--- config.mk ---
export PLATFORM = sky130hd
export DESIGN_NAME = encoder_8x3_sequencer
export DESIGN_NICKNAME = d
export VERILOG_FILES = /design/src/rtl/encoder_8x3_sequencer.sv
export SDC_FILE = /design/constraint.sdc
export NUM_CORES = 1
export LEC_CHECK = 0
export CAP_MARGIN = 15
export CELL_PAD_IN_SITES_DETAIL_PLACEMENT = 2
export CELL_PAD_IN_SITES_GLOBAL_PLACEMENT = 2
export CORE_UTILIZATION = 23
export CTS_CLUSTER_SIZE = 40
export DETAILED_ROUTE_END_ITERATION = 12
export PLACE_DENSITY = 0.84
export SKIP_LAST_GASP = 1
export SYNTH_ARGS = -nofsm -noshare
export SYNTH_HDL_FRONTEND = slang
export SYNTH_SLANG_ARGS = --single-unit
export TNS_END_PERCENT = 100
--- constraint.sdc ---
create_clock -name clk -period 1.5 [get_ports clk]
set_input_delay 0.15 -clock clk [delete_from_list [all_inputs] [get_ports clk]]
set_output_delay 0.15 -clock clk [all_outputs]
set_load 0.03 [all_outputs]
--- src/rtl/encoder_8x3_sequencer.sv ---
// encoder_8x3_sequencer
//   Captures an 8-bit request vector over a valid/ready handshake, then emits one binary
//   code per set bit, highest priority first, on a valid/ready output stream. Each bit is
//   cleared as its code is accepted. This is the inverse companion of a 3-to-8 decoder.
//
// Parameters
//   IN_W       request vector width (8)
//   OUT_W      code width, clog2(IN_W)
//   LSB_FIRST  0: bit IN_W-1 has highest priority; 1: bit 0 has highest priority
//
// Ports
//   clk         clock, all state changes on the rising edge
//   rst         synchronous active-high reset
//   req_valid   req_vec is valid
//   req_ready   block is idle and can capture a vector
//   req_vec     request vector, any number of bits set
//   code_valid  code is valid
//   code_ready  downstream accepts code
//   code        index of the highest-priority pending bit (0 when code_valid=0)
//   code_last   this code is the final pending bit
//   zero_req    one-cycle pulse after an all-zero vector is accepted
module encoder_8x3_sequencer #(
    parameter int unsigned IN_W      = 8,
    parameter int unsigned OUT_W     = 3,
    parameter bit          LSB_FIRST = 1'b0
) (
    input  logic             clk,
    input  logic             rst,
    input  logic             req_valid,
    output logic             req_ready,
    input  logic [IN_W-1:0]  req_vec,
    output logic             code_valid,
    input  logic             code_ready,
    output logic [OUT_W-1:0] code,
    output logic             code_last,
    output logic             zero_req
);

    typedef enum logic [0:0] {StIdle, StServe} state_e;

    localparam logic [IN_W-1:0] VecOne = IN_W'(1);

    state_e            state_q, state_d;
    logic [IN_W-1:0]   pending_q, pending_d;
    logic              zero_q, zero_d;

    logic [OUT_W-1:0]  sel_idx;
    logic              sel_one;
    logic              has_pending;

    // Priority select over the pending vector. The loop runs from lowest to highest
    // priority so the last match wins.
    always_comb begin
        sel_idx = '0;
        if (LSB_FIRST) begin
            for (int i = IN_W - 1; i >= 0; i--) begin
                if (pending_q[i]) sel_idx = i[OUT_W-1:0];
            end
        end else begin
            for (int i = 0; i < IN_W; i++) begin
                if (pending_q[i]) sel_idx = i[OUT_W-1:0];
            end
        end
    end

    assign has_pending = (pending_q != '0);
    // Exactly one bit set: non-zero and clearing the lowest set bit leaves nothing.
    assign sel_one     = has_pending && ((pending_q & (pending_q - VecOne)) == '0);

    always_comb begin
        state_d    = state_q;
        pending_d  = pending_q;
        zero_d     = 1'b0;
        req_ready  = 1'b0;
        code_valid = 1'b0;
        code       = '0;
        code_last  = 1'b0;

        case (state_q)
            StIdle: begin
                req_ready = 1'b1;
                if (req_valid) begin
                    if (req_vec != '0) begin
                        pending_d = req_vec;
                        state_d   = StServe;
                    end else begin
                        zero_d = 1'b1;
                    end
                end
            end
            StServe: begin
                if (!has_pending) begin
                    // Unreachable in normal operation; recover quietly.
                    state_d = StIdle;
                end else begin
                    code_valid = 1'b1;
                    code       = sel_idx;
                    code_last  = sel_one;
                    if (code_ready) begin
                        pending_d = pending_q & ~(VecOne << sel_idx);
                        if (sel_one) state_d = StIdle;
                    end
                end
            end
            default: state_d = StIdle;
        endcase
    end

    always_ff @(posedge clk) begin
        if (rst) begin
            state_q   <= StIdle;
            pending_q <= '0;
            zero_q    <= 1'b0;
        end else begin
            state_q   <= state_d;
            pending_q <= pending_d;
            zero_q    <= zero_d;
        end
    end

    assign zero_req = zero_q;

endmodule
==> results.json <==
{
  "fin_ws_ps": -148.5,
  "arrival_ps": 1820,
  "cts_tree": "yes",
  "cts_max_path_buffers": 2,
  "postRouteAntennaNets": 0,
  "setup_viol": 12,
  "dpl.hpwl_mm": 2.244,
  "p_int_w": 0.0006608,
  "firstDrtPassIters": 4,
  "total_power_w": 0.001055,
  "pwr-share-comb_pct": 54.2,
  "power_density_nw_per_um2": 821.4,
  "rsz0062_at_grt": "true",
  "hp-class": "in2reg",
  "fin_cells": 159,
  "synth.avg_cell_area_um2": 8.249,
  "finalNetCount": 142,
  "net-switching-power_w": 0.0003947,
  "fmax_ghz": 0.6066,
  "required_ps": 1670,
  "synth_cell_types": 36,
  "async_reset_ff_share_pct": 0,
  "cts.clk_slew.worst_paths_ps": 70,
  "hold_viol": 0,
  "drv_slew": 0,
  "period_needed_ps": 1648,
  "mostFrequentLayoutCells": "buf_4 (29), a21oi_1 (9), a211oi_2 (7), clkdlybuf4s50_1 (7)",
  "synthCells": 81,
  "p_clk_share_pct": 16.8,
  "skew_ps": 10.61,
  "grt_use_total_pct": 20.73,
  "final_common_cell": "buf_4",
  "syn_nets": 93,
  "syn_to_final_growth_pct": 92.32,
  "grt_start_max_net_pins": 11,
  "power_leakage_nw": 0.5129,
  "ios": 19,
  "htreeDepth": 1,
  "place.gp.congestion": 0.8742,
  "irDropWorstVdd_mv": 0.3389,
  "swShare_pct": 37.40,
  "synth_edf_count": 0,
  "coreArea_um2": 2758,
  "drc_errors": 0,
  "rows": 19,
  "drt_wl_total_mm": 3.130,
  "via_per_inst": 5.314,
  "yosysWarnings": 0,
  "wl_per_cell_um": 19.69,
  "vias": 845,
  "critical_path_class": "in2reg",
  "cts_inserted_buffers": 3,
  "initial_core_util_pct": 24.23,
  "overflow": 0,
  "cts.sinks": 10,
  "cts_root_buf": "clkbuf_4",
  "critPathLaunchType": "input port",
  "maxCapViolations": 0,
  "grt_pass1_vias": 934,
  "port_buffers": 18,
  "status": "finished with violations",
  "dpl.cell_count": 147,
  "fillerInstances": 299,
  "grt_antenna_before_repair": 0,
  "die-area_um2": 3124,
  "synthFlopType": "dfxtp_1",
  "path_max_fanout": 6,
  "max_slew.worst_pin.slew_ps": 311.8,
  "floorplan.die.width_um": 55.90,
  "synth-seq-cells": 10,
  "fin_crit_sh_pct": 109.9,
  "synthesis.area_um2": 668.1,
  "seq_area_frac_synth_pct": 29.96,
  "clk_latency_ps": 260,
  "violations": "negative setup slack",
  "crit_path_end_kind": "register",
  "antennaDiodeCount": 0,
  "p_seq_share_pct": 29.1,
  "drive_gt1_share_pct": 58.59,
  "drt_iter0_drc": 24,
  "grt_pass1_wl_mm": 4.830,
  "die_y_um": 55.90,
  "relSlewSlack_pct": 79.15
}
cells by family (layout without fill, tap and decap cells):
family,count (synthesis),in the layout,share of synthesized area (%)
buffers and inverters,11,58,7.489
xor gates and xnor gates,1,1,1.311
AOI/OAI and AO/OA,36,36,38.39
DFF,10,10,29.96
and+or+nand+nor,23,23,22.85
final timing paths:
check	to	start	depth (start not counted)	slack, ps
setup / recovery	pending_q[3]$_SDFFE_PP0P_	req_vec[0]	5	-150
hold / removal	pending_q[2]$_SDFFE_PP0P_	req_vec[2]	3	340
setup reg to reg	pending_q[3]$_SDFFE_PP0P_	pending_q[2]$_SDFFE_PP0P_	6	-130
hold reg to reg	pending_q[0]$_SDFFE_PP0P_	pending_q[0]$_SDFFE_PP0P_	2	670
critical path, cell delays in order:
cell,delay (ps)
clkdlybuf4s50_1,440
or4_4,500
o21a_1,240
a21o_4,230
a211oi_2,250
flip-flops by register name, summed over array words and instances (netlist names):
name,cells
zero_req,1
state_q,1
pending_q,8
final cells by class:
| cell class | count | area, um^2 | area share, % |
|---|---|---|---|
| well taps | 31 | 38.79 | 3.019 |
| inverters | 6 | 22.52 | 1.753 |
| repair buffers | 49 | 412.9 | 32.13 |
| multi-input cells | 60 | 579.3 | 45.08 |
| flip-flops and latches | 10 | 209.0 | 16.26 |
| clock buffers | 3 | 22.52 | 1.753 |
per-stage QoR:
step	setup TNS (ps)	hold slack, ps	worst slack (ps)	instance area [um^2]	util [%]
detailed placement	-3688	645.8	-471.6	1041	37.75
global placement	-2929	618.5	-335.9	1041	37.75
floorplan	-47.18	277.2	-18.36	694.4	-
finish	-928.7	341.1	-148.5	1285	46.60
global route	-1518	353.3	-202.5	1285	46.60
CTS	-935.3	292.6	-156.1	1220	44.24
Yosys cell counts, types with 2 or more instances:
master    count  share of area (%)
nor2b_1       2                1.9
nor2_1        2                1.1
nor3_1        3                2.2
nand3_1       2                1.5
clkbuf_1      2                1.1
dfxtp_1      10                 30
o31ai_1       2                2.2
a21oi_1      11                8.2
nand2_1       5                2.8
or4_4         2                3.4
inv_1         6                3.4
o21ai_0       3                2.2
a211oi_1      8                9.0
power groups by stage:
| stage | logic [W] | registers, W | clock network [W] |
|---|---|---|---|
| final | 0.000572 | 0.000307 | 0.000177 |
| after global routing | 0.000607 | 0.000309 | 0.000192 |
| after CTS | 0.000512 | 0.000305 | 0.000183 |
| after detailed placement | 0.000413 | 0.000307 | 0 |
| after global placement | 0.000393 | 0.000305 | 0 |
| after floorplan | 0.000221 | 0.000312 | 0 |
layer usage:
metal  part of all wire, %  track usage [%]  vias up
li1                      -                -      401
met1                    43            24.43      420
met2                    53            37.18       20
met3                   2.6            1.628        4
met4                   2.0            11.15        0
met5                     0                0        -
what timing repair did:
item / in CTS / in global routing
resized for setup: 35 / 14
buffers inserted: 5 / 4
pin swaps: 7 / 10
hold endpoints to repair: 0 / 0
setup endpoints to repair: 15 / 14
hold buffers: 0 / 0
Power figures use the tool's default switching activity.
